## src/rtl/ysyx_25040129_wb_sched.sv

```systemverilog
// ============================================================================
//  Module   : ysyx_25040129_wb_sched
//  Purpose  : ALU/LSU writeback arbiter sharing one regfile write port, with a
//             per-register busy scoreboard stalling issue on RAW/WAW hazards.
//             Define YSYX_25040129_WB_PERF_EN to add stall/conflict counters.
//  Revision : 1.0  initial release
// ============================================================================
`default_nettype none

module ysyx_25040129_wb_sched #(
  parameter int REGS_DIG = 4,
  parameter int XLEN     = 32
) (
  input  logic                     clk,
  input  logic                     rst,
  input  logic                     issue_valid,
  output logic                     issue_ready,
  input  logic                     issue_wen,
  input  logic [REGS_DIG-1:0]      issue_rd,
  input  logic [REGS_DIG-1:0]      issue_rs1,
  input  logic [REGS_DIG-1:0]      issue_rs2,
  input  logic                     alu_valid,
  output logic                     alu_ready,
  input  logic [REGS_DIG-1:0]      alu_rd,
  input  logic [XLEN-1:0]          alu_data,
  input  logic                     lsu_valid,
  output logic                     lsu_ready,
  input  logic [REGS_DIG-1:0]      lsu_rd,
  input  logic [XLEN-1:0]          lsu_data,
  output logic                     reg_write,
  output logic [REGS_DIG-1:0]      rd,
  output logic [XLEN-1:0]          result,
  output logic [(1<<REGS_DIG)-1:0] busy_vec
`ifdef YSYX_25040129_WB_PERF_EN
  ,
  output logic [31:0]              stall_cnt,
  output logic [31:0]              conflict_cnt
`endif
);

  localparam int NREG = 1 << REGS_DIG;

  logic [NREG-1:0]     busy_q, busy_d;
  logic                ptr_q, ptr_d;      // 0: ALU wins next contention, 1: LSU
  logic                reg_write_q, reg_write_d;
  logic [REGS_DIG-1:0] rd_q, rd_d;
  logic [XLEN-1:0]     result_q, result_d;

  logic rs1_hz, rs2_hz, rd_hz, issue_fire;
  logic alu_gnt, lsu_gnt;

  assign rs1_hz      = (issue_rs1 != '0) & busy_q[issue_rs1];
  assign rs2_hz      = (issue_rs2 != '0) & busy_q[issue_rs2];
  assign rd_hz       = issue_wen & (issue_rd != '0) & busy_q[issue_rd];
  assign issue_ready = ~(rs1_hz | rs2_hz | rd_hz);
  assign issue_fire  = issue_valid & issue_ready;

  assign alu_gnt   = alu_valid & (~lsu_valid | ~ptr_q);
  assign lsu_gnt   = lsu_valid & (~alu_valid | ptr_q);
  assign alu_ready = alu_gnt;
  assign lsu_ready = lsu_gnt;

  always_comb begin
    ptr_d       = ptr_q;
    reg_write_d = 1'b0;
    rd_d        = rd_q;
    result_d    = result_q;
    busy_d      = busy_q;

    if (alu_valid & lsu_valid) begin
      ptr_d = ~ptr_q;
    end

    if (alu_gnt) begin
      reg_write_d = (alu_rd != '0);
      rd_d        = alu_rd;
      result_d    = alu_data;
    end else if (lsu_gnt) begin
      reg_write_d = (lsu_rd != '0);
      rd_d        = lsu_rd;
      result_d    = lsu_data;
    end

    // Clear on commit first so a same-index set wins.
    if (reg_write_q) begin
      busy_d[rd_q] = 1'b0;
    end
    if (issue_fire & issue_wen & (issue_rd != '0)) begin
      busy_d[issue_rd] = 1'b1;
    end
    busy_d[0] = 1'b0;
  end

  always_ff @(posedge clk or negedge rst) begin
    if (!rst) begin
      busy_q      <= '0;
      ptr_q       <= 1'b0;
      reg_write_q <= 1'b0;
      rd_q        <= '0;
      result_q    <= '0;
    end else begin
      busy_q      <= busy_d;
      ptr_q       <= ptr_d;
      reg_write_q <= reg_write_d;
      rd_q        <= rd_d;
      result_q    <= result_d;
    end
  end

  assign reg_write = reg_write_q;
  assign rd        = rd_q;
  assign result    = result_q;
  assign busy_vec  = busy_q;

`ifdef YSYX_25040129_WB_PERF_EN
  logic [31:0] stall_cnt_q, conflict_cnt_q;

  always_ff @(posedge clk or negedge rst) begin
    if (!rst) begin
      stall_cnt_q    <= '0;
      conflict_cnt_q <= '0;
    end else begin
      if (issue_valid & ~issue_ready) begin
        stall_cnt_q <= stall_cnt_q + 32'd1;
      end
      if (alu_valid & lsu_valid) begin
        conflict_cnt_q <= conflict_cnt_q + 32'd1;
      end
    end
  end

  assign stall_cnt    = stall_cnt_q;
  assign conflict_cnt = conflict_cnt_q;
`endif

endmodule

`default_nettype wire

```

## config.mk

```make
export PLATFORM = sky130hd
export DESIGN_NAME = ysyx_25040129_wb_sched
export DESIGN_NICKNAME = d
export VERILOG_FILES = /design/src/rtl/ysyx_25040129_wb_sched.sv
export SDC_FILE = /design/constraint.sdc
export NUM_CORES = 1
export LEC_CHECK = 0
export BUFFER_PORTS_ARGS = -buffer_cell sky130_fd_sc_hd__buf_4
export CAP_MARGIN = 10
export CORE_MARGIN = 3
export CORE_UTILIZATION = 48
export DETAILED_ROUTE_END_ITERATION = 16
export PLACE_DENSITY = 0.86
export SYNTH_ARGS = -nofsm -noshare
export SYNTH_HDL_FRONTEND = slang
export SYNTH_SLANG_ARGS = --single-unit
```

## constraint.sdc

```tcl
create_clock -name clk -period 2 [get_ports clk]
set_input_delay 0.1 -clock clk [delete_from_list [all_inputs] [get_ports clk]]
set_output_delay 0.1 -clock clk [all_outputs]
set_load 0.05 [all_outputs]
```

==> summary by stage <==
Finish
The finished cells cover ~0.0047 mm^2. Leaving out fill and tap cells, the most frequent cell in the layout is sky130_fd_sc_hd__buf_4. The number of diodes added for antenna fixing is 0. In the final layout, the share of cells above drive strength 1 is 0.351. At the end of the flow, the number of nets in the layout was ~620. The layout has 509 filler cells. Once layout is complete, the utilization of the core stands at 0.718. The area added between synthesis and finish is 41.8%.

In the layout the commonest cells are sky130_fd_sc_hd__buf_4, sky130_fd_sc_hd__a21oi_1, sky130_fd_sc_hd__dfrtp_1.

Floorplan
The area of the die is between 0.007 and 0.008 mm^2. The core box area is between 0.006 and 0.007 mm^2. For this configuration, the core starts out at a cell density of 0.506. In this run the count of I/O pins placed on the die edge is around 150. In this run the core area contains 29 standard-cell rows. The horizontal die dimension is 88.8 um. In this run the vertical extent of the chip is ~89 um.

Pwr
Of the total power, the share spent switching nets is 0.493. The design draws between 5 and 6 mW. For this design the static power due to leakage is about 2.1 nW.

The share of total power dissipated in sequential elements is 0.307. The cell area power density is 1210 mW/mm^2. The internal power summed over all cells is approximately 2.9 mW. The fraction of power consumed by the clock network is 0.138. The analysis attributes to net switching a power of 2.78 mW. The share of total power dissipated in combinational logic is 0.555.

Across the VDD grid, the largest voltage drop is 0.870 mV.

Clock network
The clock reaches the later pin of the worst-skew pair after between 0.3 and 0.4 ns. The clock buffer count from CTS is 5. In this run the clock root is driven by a sky130_fd_sc_hd__clkbuf_8.

The number of sinks on the clock net is 53. The H-tree was split into 2 levels. The maximum number of buffers from clock root to sink is 2. Clock-pin slew was measured on the worst setup and hold paths at ~0.10 ns.

The clock tree from TritonCTS is yes.

Global routing
The met3 layer usage reported by global route is 0.0866. The pin count of the biggest net entering global routing is 54. In the global route stage, met2 resource usage came out at 0.448. The peak-usage layer in the global routing report is met2. The initial antenna violation count was 0. The met1 capacity usage during global routing is 0.338. The global router's overall resource usage is 0.275. The first-pass GRT wire length is approximately 17000 um. After global routing the overflow that remains totals 0. The number of global-route vias before repair is 3644.

Synthesis
Summing every instance area after synthesis gives 0.00329 mm^2. The number of different library cells used by synthesis comes to 47. The most used flip-flop cell after synthesis is sky130_fd_sc_hd__dfrtp_1. Of the post-synthesis cell area, the dominant cell type holds 0.403. The synthesized netlist cell count is 388. The number of nets in the synthesized netlist is ~480.

The mean area per synthesized cell is 8.47 um^2. The post-synthesis register bit count is 53. The async set-or-reset flop fraction in the synthesized netlist is 1.00. The number of synthesis warnings is 0.

The number of enable-type register cells in the synthesized netlist is 0. The leading area contributor after synthesis is sky130_fd_sc_hd__dfrtp_1. The share of the Yosys chip area taken by registers is 0.403. Sorting the synthesized cells by area gives the leading types as sky130_fd_sc_hd__dfrtp_1, sky130_fd_sc_hd__a21oi_1, sky130_fd_sc_hd__o21ai_0.

Setup path
The critical path is of the reg -> out type. Walking the worst path, the cells encountered are mux4_2, a22oi_2, o31a_4, inv_4, a21oi_4, buf_6. In this run the worst path has a maximum fanout of 5. The worst path required time is around 1.9 ns. The slowest stage of the critical path belongs to the cell sky130_fd_sc_hd__mux4_2. The element type at the critical path start is a register. At the worst endpoint, the arrival time is 1.98 ns. The largest single stage delay on the critical path is roughly 0.50 ns. STA classifies the critical path endpoint as an output pin.

Timing
The peak clock frequency supported by timing is slightly below 0.5 GHz. Hold timing on the final database bottoms out at a slack of around 0.0080 ns. Across all setup checks in the final design, the least slack found is -0.0805 ns. The number of slew-limit violations in the final report came to 0.

The final hold violation count is 0. Setup repair after global routing could not meet its margin everywhere. Dividing the final minimum period by the clock period gives 1.04.

Setup violations remaining at the end of the flow were counted as 1. For the pin with the worst max-slew slack, the measured transition is around 0.7 ns. In this run the tightest slew margin relative to its limit is 0.539. The minimum period implied by the final worst setup slack is 2.08 ns.

On the final layout, the worst clock skew is about 0.0093 ns.

Route
The wire length per cell after detailed routing is 17.6 um. The total detailed-routing wirelength is between 10000 and 15000 um. Summing over every cut layer, the via total after detailed routing is between 3000 and 4000. Before antenna repair, the detailed router went through 4 iterations. The number of remaining DRC errors is 0. The number of DRC violations after detailed-routing iteration 0 is 227. The routed via count divided by cell count is a little under 6.

The detail route stage leaves a number of antenna-violating nets equal to 0.

Outcome
The checks that failed: negative setup slack. The run finished, with violations left.

Placed design
Buffers placed on the I/O ports in this run total 144. The detailed placement HPWL is 7610 um. At the end of routability-driven placement, the weighted congestion stood at a little over 0.9. OpenSTA, run right after detailed placement, puts the worst setup slack at ~0.12 ns. The total cell area at the placement stage is 0.00437 mm^2.

Job
The max-capacitance violation count is 0.

Min path
The type of the worst min-delay path is in -> reg.
## power by group through the flow
stage / clock (mW) / combinational [mW] / sequential, mW
detailed placement: 0 / 3.00 / 1.75
floorplan: 0 / 0.937 / 2.77
global placement: 0 / 2.97 / 1.73
CTS: 0.782 / 3.11 / 1.73
global route: 0.823 / 3.31 / 1.78
finish: 0.777 / 3.13 / 1.74
## through the flow
| step | setup TNS [ns] | instances |
|---|---|---|
| after floorplan | -0.128 | 388 |
| after global placement | 0 | 586 |
| after detailed placement | 0 | 586 |
| after CTS | -0.0780 | 611 |
| after global routing | -0.146 | 610 |
| final | -0.0805 | 610 |
## what timing repair did
action,CTS,global route
hold endpoints to repair,64,0
resized for setup,7,6
endpoints found under the setup margin,1,13
hold buffers,12,0
setup buffers,5,0
pin swaps,4,0
## final timing paths
kind                                        startpoint                     end  slack, ns  cells past startpoint
min in group asynchronous                          rst  result[22]$_DFFE_PN0P_       0.37                      2
worst min-delay path                       lsu_data[2]   result[2]$_DFFE_PN0P_      0.008                      3
worst min register to register   busy_vec[8]$_DFF_PN0_   busy_vec[8]$_DFF_PN0_       0.61                      2
worst max-delay path            busy_vec[13]$_DFF_PN0_             issue_ready      -0.08                      6
worst max register to register   busy_vec[9]$_DFF_PN0_  busy_vec[15]$_DFF_PN0_       0.06                      7
max in group asynchronous                          rst   busy_vec[2]$_DFF_PN0_       1.16                      2
## state kept, by name, summed over array words and instances (netlist names)
| signal | count |
|---|---|
| reg_write | 1 |
| result | 32 |
| rd | 4 |
| ptr_q | 1 |
| busy_vec | 15 |
## cell usage after synthesis, types with 2 or more instances
cell type                   instances
sky130_fd_sc_hd__a21oi_1           66
sky130_fd_sc_hd__dfrtp_1           53
sky130_fd_sc_hd__o21ai_0           51
sky130_fd_sc_hd__nand2_1           39
sky130_fd_sc_hd__nand2b_1          39
sky130_fd_sc_hd__clkbuf_1          19
sky130_fd_sc_hd__nand4_1           15
sky130_fd_sc_hd__nor2_1            15
sky130_fd_sc_hd__o21ai_1           11
sky130_fd_sc_hd__mux2_2            10
sky130_fd_sc_hd__nor3_1             6
sky130_fd_sc_hd__mux2i_1            5
sky130_fd_sc_hd__nor2b_1            5
sky130_fd_sc_hd__buf_4              4
sky130_fd_sc_hd__o22ai_1            4
sky130_fd_sc_hd__buf_6              3
sky130_fd_sc_hd__nor3b_1            3
sky130_fd_sc_hd__o41ai_1            3
sky130_fd_sc_hd__a2111oi_0          2
sky130_fd_sc_hd__and3_1             2
sky130_fd_sc_hd__buf_2              2
sky130_fd_sc_hd__inv_1              2
sky130_fd_sc_hd__mux4_1             2
sky130_fd_sc_hd__mux4_2             2
sky130_fd_sc_hd__nand3b_1           2
sky130_fd_sc_hd__o31ai_1            2
## worst max-delay path, delay by kind of cell (launching register included)
family	cells	cell delay [ns]
DFF	1	0.43
muxes	1	0.50
buffers and inverters	2	0.22
AOI/OAI and AO/OA	3	0.52
## routing by layer
layer  part of all wire  up-vias
met5                  0        -
met4              0.032        0
met3              0.089       31
met2               0.49      168
met1               0.39     1713
li1                   -     1679
## cell type report
| class | instances | area [um^2] | share of cell area |
|---|---|---|---|
| Multi-Input combinational cell | 303 | 1830 | 0.392 |
| Sequential cell | 53 | 1330 | 0.284 |
| Timing Repair Buffer | 167 | 1290 | 0.276 |
| Tap cell | 77 | 96.3 | 0.0207 |
| Clock buffer | 7 | 86.3 | 0.0185 |
| Clock inverter | 1 | 30.0 | 0.00644 |
| Inverter | 2 | 10.0 | 0.00215 |
## cell families (layout without fill, tap and decap cells)
family,Yosys count,count (layout),synth area share
AOI/OAI and AO/OA,148,148,0.248
xor gates and xnor gates,1,1,0.00266
buffers and inverters,32,177,0.0498
DFF,53,53,0.403
muxes,20,20,0.0826
other,1,1,0.00114
and+or+nand+nor,133,133,0.213
(Power assumes the default switching activity.)
